===== config.mk =====
export PLATFORM = sky130hd
export DESIGN_NAME = ysyx_22041412_rd_arbiter
export DESIGN_NICKNAME = d
export VERILOG_FILES = /design/src/rtl/ysyx_22041412_rd_arbiter.sv
export SDC_FILE = /design/constraint.sdc
export NUM_CORES = 1
export LEC_CHECK = 0
export BUFFER_PORTS_ARGS = -buffer_cell sky130_fd_sc_hd__buf_2
export CAP_MARGIN = 25
export CORE_UTILIZATION = 43
export CTS_BUF_LIST = sky130_fd_sc_hd__clkbuf_8
export DETAILED_ROUTE_END_ITERATION = 12
export PLACE_DENSITY = 0.8
export SYNTH_ARGS = -nofsm -noshare
export SYNTH_HDL_FRONTEND = slang
export SYNTH_SLANG_ARGS = --single-unit

===== constraint.sdc =====
create_clock -name clk -period 1.4 [get_ports clk]
set_input_delay 0.28 -clock clk [delete_from_list [all_inputs] [get_ports clk]]
set_output_delay 0.28 -clock clk [all_outputs]
set_load 0.02 [all_outputs]

===== src/rtl/ysyx_22041412_rd_arbiter.sv =====
// Two-master read arbiter: IF and LSU share one memory read port.
// LSU has priority; IF gets a bounded wait and can cancel a fetch in flight.
module ysyx_22041412_rd_arbiter #(
  parameter int AW         = 32,
  parameter int DW         = 64,
  parameter int STARVE_MAX = 4
) (
  input  logic          clk,
  input  logic          rst,
  input  logic          if_req_valid,
  input  logic [AW-1:0] if_req_addr,
  input  logic [7:0]    if_req_size,
  input  logic          if_flush,
  output logic          if_rvalid,
  output logic [DW-1:0] if_rdata,
  input  logic          lsu_req_valid,
  input  logic [AW-1:0] lsu_req_addr,
  input  logic [7:0]    lsu_req_size,
  output logic          lsu_rvalid,
  output logic [DW-1:0] lsu_rdata,
  output logic          mem_valid,
  output logic [AW-1:0] mem_addr,
  output logic [7:0]    mem_size,
  input  logic          mem_ready,
  input  logic [DW-1:0] mem_rdata,
  output logic          busy,
  output logic          owner_lsu
);

  localparam int SW = (STARVE_MAX > 0) ? $clog2(STARVE_MAX + 1) : 1;
  localparam logic [SW-1:0] SMAX = SW'(STARVE_MAX);

  typedef enum logic [1:0] {
    IDLE,
    BUSY,
    RESP
  } state_t;

  state_t        state;
  logic          drop;
  logic [SW-1:0] starve_cnt;
  logic          any_req;
  logic          if_turn;
  logic          lsu_win;

  assign any_req = if_req_valid | lsu_req_valid;
  assign if_turn = (STARVE_MAX != 0) && (starve_cnt == SMAX);
  assign lsu_win = lsu_req_valid && !(if_req_valid && if_turn);
  assign busy    = (state != IDLE);

  always_ff @(posedge clk) begin
    if (!rst) begin
      state      <= IDLE;
      drop       <= 1'b0;
      starve_cnt <= '0;
      mem_valid  <= 1'b0;
      mem_addr   <= '0;
      mem_size   <= '0;
      owner_lsu  <= 1'b0;
      if_rvalid  <= 1'b0;
      lsu_rvalid <= 1'b0;
      if_rdata   <= '0;
      lsu_rdata  <= '0;
    end else begin
      unique case (state)
        IDLE: begin
          if (any_req) begin
            state     <= BUSY;
            mem_valid <= 1'b1;
            owner_lsu <= lsu_win;
            mem_addr  <= lsu_win ? lsu_req_addr : if_req_addr;
            mem_size  <= lsu_win ? lsu_req_size : if_req_size;
            // saturating count of LSU wins over a waiting IF
            if (lsu_win && if_req_valid) begin
              if (starve_cnt != SMAX)
                starve_cnt <= starve_cnt + SW'(1);
            end else begin
              starve_cnt <= '0;
            end
          end
        end
        BUSY: begin
          if (if_flush && !owner_lsu)
            drop <= 1'b1;
          if (mem_ready) begin
            state     <= RESP;
            mem_valid <= 1'b0;
            if (owner_lsu) begin
              lsu_rdata  <= mem_rdata;
              lsu_rvalid <= 1'b1;
            end else begin
              if_rdata  <= mem_rdata;
              if_rvalid <= !drop;
            end
          end
        end
        RESP: begin
          state      <= IDLE;
          drop       <= 1'b0;
          if_rvalid  <= 1'b0;
          lsu_rvalid <= 1'b0;
        end
        default: state <= IDLE;
      endcase
    end
  end

endmodule


==> metrics.md, run 1 <==
| Metric | Value |
|---|---|
| Status | `finished with violations` |
| Failing checks | `setup timing` |
| Layout cells sized above 1 | `52.3%` |
| Hold Vio Cnt, Final | `0` |
| Design Area, Final | `10600 um^2` |
| Sequential share of the synthesized area | `54.0%` |
| Total congestion overflow | `0` |
| Gr usage total | `25.8%` |
| Pwr/cell area | `1060 nW/um^2` |
| Row count | `44` |
| Main synth FF type | `dfxtp_1` |
| Min-Delay Path Class | `in2reg` |
| Yosys reg bits | `178` |
| Syn_area_per_cell | `7.87 um^2` |
| Final worst path period share | `110%` |
| Synth area leader | `dfxtp_1` |
| Routed WL | `25500 um` |
| Peak VDD IR | `0.615 mV` |
| Via Count | `7460` |
| Total die area | `15900 um^2` |
| Clock-pin slew on the worst setup and hold paths | `0.10 ns` |
| CP max FO | `8` |
| Top cells by area, synth | `dfxtp_1 (54%), nand2_1 (17%), a21oi_1 (16%), o21ai_0 (3.2%), buf_6 (2.0%)` |
| Crit path launch type | `flop` |
| Actual slew at the worst max-slew pin | `0.347 ns` |
| First drt pass iteration count | `5` |
| Worst path arrival time | `1.92 ns` |
| Dpl cell area | `8500 um^2` |
| Critical Path Sink Type | `flop` |
| CTS tree | `built` |
| Yosys cell types | `33` |
| Vias in the first global route | `6688` |
| Largest net degree at the start of global routing | `51` |
| Area of the core | `14800 um^2` |
| Async SR Flop Fraction | `0%` |
| Syn. warnings | `0` |
| Setup CP Type | `reg2reg` |
| Post-Syn Area | `6600 um^2` |
| Top-count cell post-synth | `nand2_1` |
| Fmax achieved | `0.652 GHz` |
| # diodes | `0` |
| CTS HTree Levels | `4` |
| First-pass GRT wire length | `32300 um` |
| Mean routed wirelength per cell | `18.4 um` |
| Critical path required time | `1.79 ns` |
| Initial DRC count | `469` |
| Top cell type's share of synthesized area | `54.0%` |
| Initial antenna violation count | `1` |
| Number of flops mapped to enable cells by yosys | `0` |
| Worst skew pair latency | `0.47 ns` |
| Worst R2R Setup Slack | `-0.13 ns` |
| Worst setup margin | `-0.134 ns` |
| Lkg Pwr | `4.89 nW` |
| RSZ-0062 raised after global routing | `yes` |
| Hold_buf cts | `0` |
| Final setup violating endpoints | `97` |
| Clk buf depth | `2` |
| Nets | `1342` |
| Port bufs | `322` |
| Layout Utilization | `72.1%` |
| Initial core utilization | `44.8%` |
| Synthesized Nets | `991` |
| Final slew viol count | `0` |
| Syn Inst Count | `839` |
| Clock Skew | `0.0184 ns` |
| I/O Pins | `323` |
| CTS Root Cell | `clkbuf_8` |
| Inserted Clock Buffers | `17` |
| Die width | `126 um` |
| Die Span Y | `126 um` |
| Routability Congestion | `0.810` |
| Area Growth Syn to Fin | `61.1%` |
| Max_slew headroom | `76.7%` |
| Post-synth top cells | `nand2_1 (303), a21oi_1 (211), dfxtp_1 (178)` |
| # DRC | `0` |
| Max Cap Violations | `0` |
| Final HPWL DP | `13800 um` |
| Clk sinks | `178` |
| Post-DR vias/cell | `5.38` |
| ANT nets after route | `0` |
| Crit path time final | `1.53 ns` |
[layer usage]
layer | wire length [um] | global-route usage, %
met3 | 1910 | 5.73
met2 | 13200 | 47.9
met4 | 953 | 9.99
met5 | 13 | 0
met1 | 9350 | 28.4
[final timing paths]
path	depth (start not counted)	to	start
worst max-delay path	7	lsu_rdata[52]	state[0]
worst min-delay path	3	mem_addr[6]	if_req_addr[6]
worst max register to register	7	lsu_rdata[52]	state[0]
worst min register to register	2	if_rdata[19]	if_rdata[19]
[metrics by stage]
stage	hold slack, ns	total power [mW]	TNS (ns)	setup slack (ns)	instances
after floorplan	0.414	6.49	0	0.0227	839
after global placement	0.438	7.22	0	0.0343	1310
after detailed placement	0.443	7.25	-0.709	-0.0549	1310
after CTS	0.0115	10.8	-0.276	-0.131	1361
after global routing	0.0232	11.7	-11.76	-0.192	1387
final	0.0398	11.2	-3.13	-0.134	1387
[kinds of logic after synthesis]
logic type	Yosys count	synth area share, %
adders and majority gates	2	0.379
and+or+nand+nor	328	19.8
AOI/OAI and AO/OA	258	19.8
DFF	178	54.0
buffers and inverters	72	5.95
muxes	1	0.171
[cell type report]
cell class              instances  area [um^2]
clock inverters                14          138
well taps                     184          230
clock buffers                  18          248
inverters                       5         21.3
repair buffers                399         2910
fillers                      1054         4120
multi-input cells             589         3520
flip-flops and latches        178         3570
[layout by cell type (no fill, tap or decap), types with 2 or more instances in the layout]
cell type / n
a32oi_1: 2
buf_4: 20
dfxtp_2: 3
clkbuf_16: 16
nand2_2: 32
clkinvlp_4: 4
inv_6: 3
and3_1: 2
buf_12: 19
dfxtp_1: 173
nor2_1: 7
o21ai_1: 28
o21ai_0: 11
clkbuf_8: 18
buf_2: 321
nor3_4: 2
buf_16: 6
nand2_1: 226
nor3_1: 2
nand4_1: 2
inv_2: 3
a21oi_1: 112
inv_8: 5
a21oi_2: 99
buf_8: 4
buf_6: 13
o21ai_2: 3
dfxtp_4: 2
nand2_4: 45
[state kept, by name (all words and copies together), names as in the netlist]
name / flops
if_rdata: 64
state: 2
if_rvalid: 1
drop: 1
mem_valid: 1
owner_lsu: 1
starve_cnt: 3
lsu_rdata: 64
lsu_rvalid: 1
mem_size: 8
mem_addr: 32
[worst max-delay path, stage by stage (launching register included)]
cell and delay, ns:
dfxtp_2 0.36, buf_6 0.12, nand2_8 0.06, nor3b_4 0.26
buf_6 0.23, clkbuf_16 0.21, nand2_1 0.08, a21oi_1 0.15
[power breakdown]
part	total [mW]	internal, mW	leakage, nW	switching [mW]
sequential	5.46	5.31	1.45	0.142
combinational	2.34	0.991	3.25	1.35
clock	3.44	1.37	0.185	2.07
total	11.2	7.67	4.89	3.57
[repair_timing]
item	in CTS	in global routing
pin swaps	6	93
setup buffers	13	10
setup endpoints to repair	71	161
gates cloned	7	20
gates resized for setup	47	267
Note: power is estimated with default switching activity, not from simulation.
==> run 2, diff against run 1 <==
--- a/config.mk
+++ b/config.mk
@@ -7,10 +7,11 @@
 export LEC_CHECK = 0
 export BUFFER_PORTS_ARGS = -buffer_cell sky130_fd_sc_hd__buf_2
 export CAP_MARGIN = 25
-export CORE_UTILIZATION = 43
+export CORE_UTILIZATION = 35
 export CTS_BUF_LIST = sky130_fd_sc_hd__clkbuf_8
 export DETAILED_ROUTE_END_ITERATION = 12
-export PLACE_DENSITY = 0.8
+export MAX_ROUTING_LAYER = met4
+export PLACE_DENSITY = 0.67
 export SYNTH_ARGS = -nofsm -noshare
 export SYNTH_HDL_FRONTEND = slang
 export SYNTH_SLANG_ARGS = --single-unit
==> run 2 against run 1 <==
The run still ends with setup timing left. Clock-buffer cell count shrank 1. Non-clock buffer count grew 6. First-iteration DRC count shrank 15%. Setup slack gained 0.013 ns. Fmax grew 0.84%. Global-route usage shrank 4.5 points. Cell count grew 3.7%. Die area grew 22%. Sequential share of layout area grew 0.84 points.
==> metrics.md, run 2 (same netlist as run 1, synthesis figures left out) <==
| Metric | Value |
|---|---|
| Initial core utilization | `36.3% (-8.5 points)` |
| Most common cell after layout, fill and taps aside | `buf_2` |
| Pwr/cell area | `1070 nW/um^2 (+1.7%)` |
| Area Growth Syn to Fin | `57.2%` |
| R2R Path Start | `state[0]` |
| # diodes | `0 (unchanged)` |
| Critical path required time | `1.79 ns (about the same)` |
| Hold_buf cts | `0 (unchanged)` |
| Worst hold endpoint | `mem_size[4]` |
| Routability Congestion | `0.774 (-4.4%)` |
| CP delay by family, top | `buffers and inverters` |
| Largest net degree at the start of global routing | `54 (+5.9%)` |
| CTS HTree Levels | `4 (unchanged)` |
| Worst-path cell chain | `buf_4, nand2_4, nor3b_4, clkbuf_16, clkbuf_16, nand2_1, a21oi_2` |
| Post-DR vias/cell | `5.02 (-6.6%)` |
| Port bufs | `322 (unchanged)` |
| Clk sinks | `178 (unchanged)` |
| Clock-pin slew on the worst setup and hold paths | `0.11 ns (about the same)` |
| Peak VDD IR | `0.536 mV (-13%)` |
| Status | `finished with violations` |
| First-pass GRT wire length | `31900 um (-1.3%)` |
| ANT nets after route | `0 (unchanged)` |
| # DRC | `0 (unchanged)` |
| Hold slack | `0.0437 ns (+0.00389 ns)` |
| CTS tree | `built` |
| Via Count | `7223 (-3.2%)` |
| Worst R2R Path Depth | `7 (unchanged)` |
| Gr usage total | `21.2% (-4.5 points)` |
| Inserted Clock Buffers | `17 (unchanged)` |
| Final HPWL DP | `14000 um (+1.6%)` |
| Crit path time final | `1.52 ns (-0.0128 ns)` |
| Nets | `1348 (+0.45%)` |
| Max_slew headroom | `79.9% (+3.2 points)` |
| Worst path arrival time | `1.91 ns (about the same)` |
| Commonest cells after routing, fill and taps aside | `buf_2 (320), nand2_1 (279), dfxtp_1 (173), a21oi_1 (149), a21oi_2 (60)` |
| Total congestion overflow | `0 (unchanged)` |
| Worst setup margin | `-0.121 ns (+0.0128 ns)` |
| Routed WL | `25700 um (+0.95%)` |
| Crit path launch type | `flop` |
| Top Registers | `if_rdata x64, lsu_rdata x64, mem_addr x32` |
| FF-to-FF End | `lsu_rdata[26]` |
| Lkg Pwr | `4.60 nW (-5.8%)` |
| Layout cells sized above 1 | `45.8% (-6.5 points)` |
| Clk buf depth | `2 (unchanged)` |
| Hold Startpoint | `if_req_size[4]` |
| Die width | `139 um (+11%)` |
| Critical Path Sink Type | `flop` |
| Worst R2R Setup Slack | `-0.12 ns (about the same)` |
| Final worst path period share | `109% (-0.92 points)` |
| Row count | `49 (+11%)` |
| Setup CP Type | `reg2reg` |
| CP max FO | `8 (unchanged)` |
| RSZ-0062 raised after global routing | `yes` |
| Die Span Y | `139 um (+11%)` |
| Overall power | `11.1 mW (-0.80%)` |
| CTS Root Cell | `clkbuf_8` |
| Fillcell total | `1669 (+58%)` |
| Max Cap Violations | `0 (unchanged)` |
| Area of the core | `18200 um^2 (+23%)` |
| First drt pass iteration count | `5 (unchanged)` |
| Total die area | `19400 um^2 (+22%)` |
| Initial DRC count | `398 (-15%)` |
| Initial antenna violation count | `0 (-1)` |
| CP max stage delay | `0.35 ns (about the same)` |
| Clock Skew | `0.0121 ns (-0.00626 ns)` |
| Actual slew at the worst max-slew pin | `0.301 ns (-0.0463 ns)` |
| Mean routed wirelength per cell | `17.9 um (-2.6%)` |
| Worst path slowest cell | `dfxtp_2` |
| Min-Delay Path Class | `in2reg` |
| Failing checks | `setup timing` |
| CP most frequent cell | `clkbuf_16` |
| I/O Pins | `323 (unchanged)` |
| Final slew viol count | `0 (unchanged)` |
| Vias in the first global route | `6379 (-4.6%)` |
| Worst skew pair latency | `0.45 ns (-0.02 ns)` |
| Fmax achieved | `0.657 GHz (+0.84%)` |
| Final setup violating endpoints | `102 (+5.2%)` |
| Hold depth | `3 (unchanged)` |
| Hold Vio Cnt, Final | `0 (unchanged)` |
| Worst path bufs/invs | `3 (unchanged)` |
## run 2: timing repair
action / CTS / global route
pin swaps: 1 / 35
resized for setup: 15 / 195
cloned: 1 / 34
endpoints found under the hold margin: 0 / 0
setup buffers: 3 / 17
endpoints found under the setup margin: 42 / 134
## run 2: layout make-up
type | instances | area [um^2] | area share, %
Tap cell | 229 | 287 | 2.76
Clock inverter | 15 | 138 | 1.33
Timing Repair Buffer | 405 | 3020 | 29.1
Inverter | 5 | 21.3 | 0.205
Sequential cell | 178 | 3570 | 34.4
Clock buffer | 17 | 234 | 2.25
Multi-Input combinational cell | 589 | 3100 | 29.9
## run 2: per-stage QoR
stage          TNS [ns]  util, %  worst slack, ns  cells  area [um^2]
2_1_floorplan         0        -           0.0227    839         6600
3_3_place_gp          0     47.0           0.0109   1352         8550
3_5_place_dp     -0.677     47.0          -0.0461   1352         8550
4_1_cts          -0.184     49.3           -0.163   1387         8980
5_1_grt          -11.35     57.0           -0.182   1438        10400
6_report          -3.31     57.0           -0.121   1438        10400
## run 2: worst min-delay path: cells and delay by family
kind / cells / cell delay (ns)
AO/OA/AOI/OAI: 1 / 0.05
buffers and inverters: 1 / 0.09
AND/OR/NAND/NOR: 1 / 0.04
## run 2: power breakdown
group	internal (mW)	switching [mW]	total (mW)
Combinational	0.979	1.30	2.28
Sequential	5.31	0.149	5.46
Clock	1.31	2.10	3.41
Total	7.60	3.55	11.1
## run 2: how the worst max path moves through the flow
stage	slack (ns)	to	start	cells past startpoint
final	-0.12	lsu_rdata[26]	state[0]	7
after global routing	-0.18	busy	state[0]	4
after CTS	-0.16	busy	state[0]	4
after detailed placement	-0.05	mem_addr[6]	starve_cnt[0]	7
after global placement	0.01	mem_size[2]	starve_cnt[0]	7
after floorplan	0.02	mem_addr[0]	starve_cnt[0]	8
## run 2: routing by layer
layer,GRT usage [%],routed length (um),part of all wire (%)
met1,24.5,10300,40
met2,35.9,13000,51
met3,5.20,1910,7.4
met4,7.25,484,1.9
met5,-,0,0
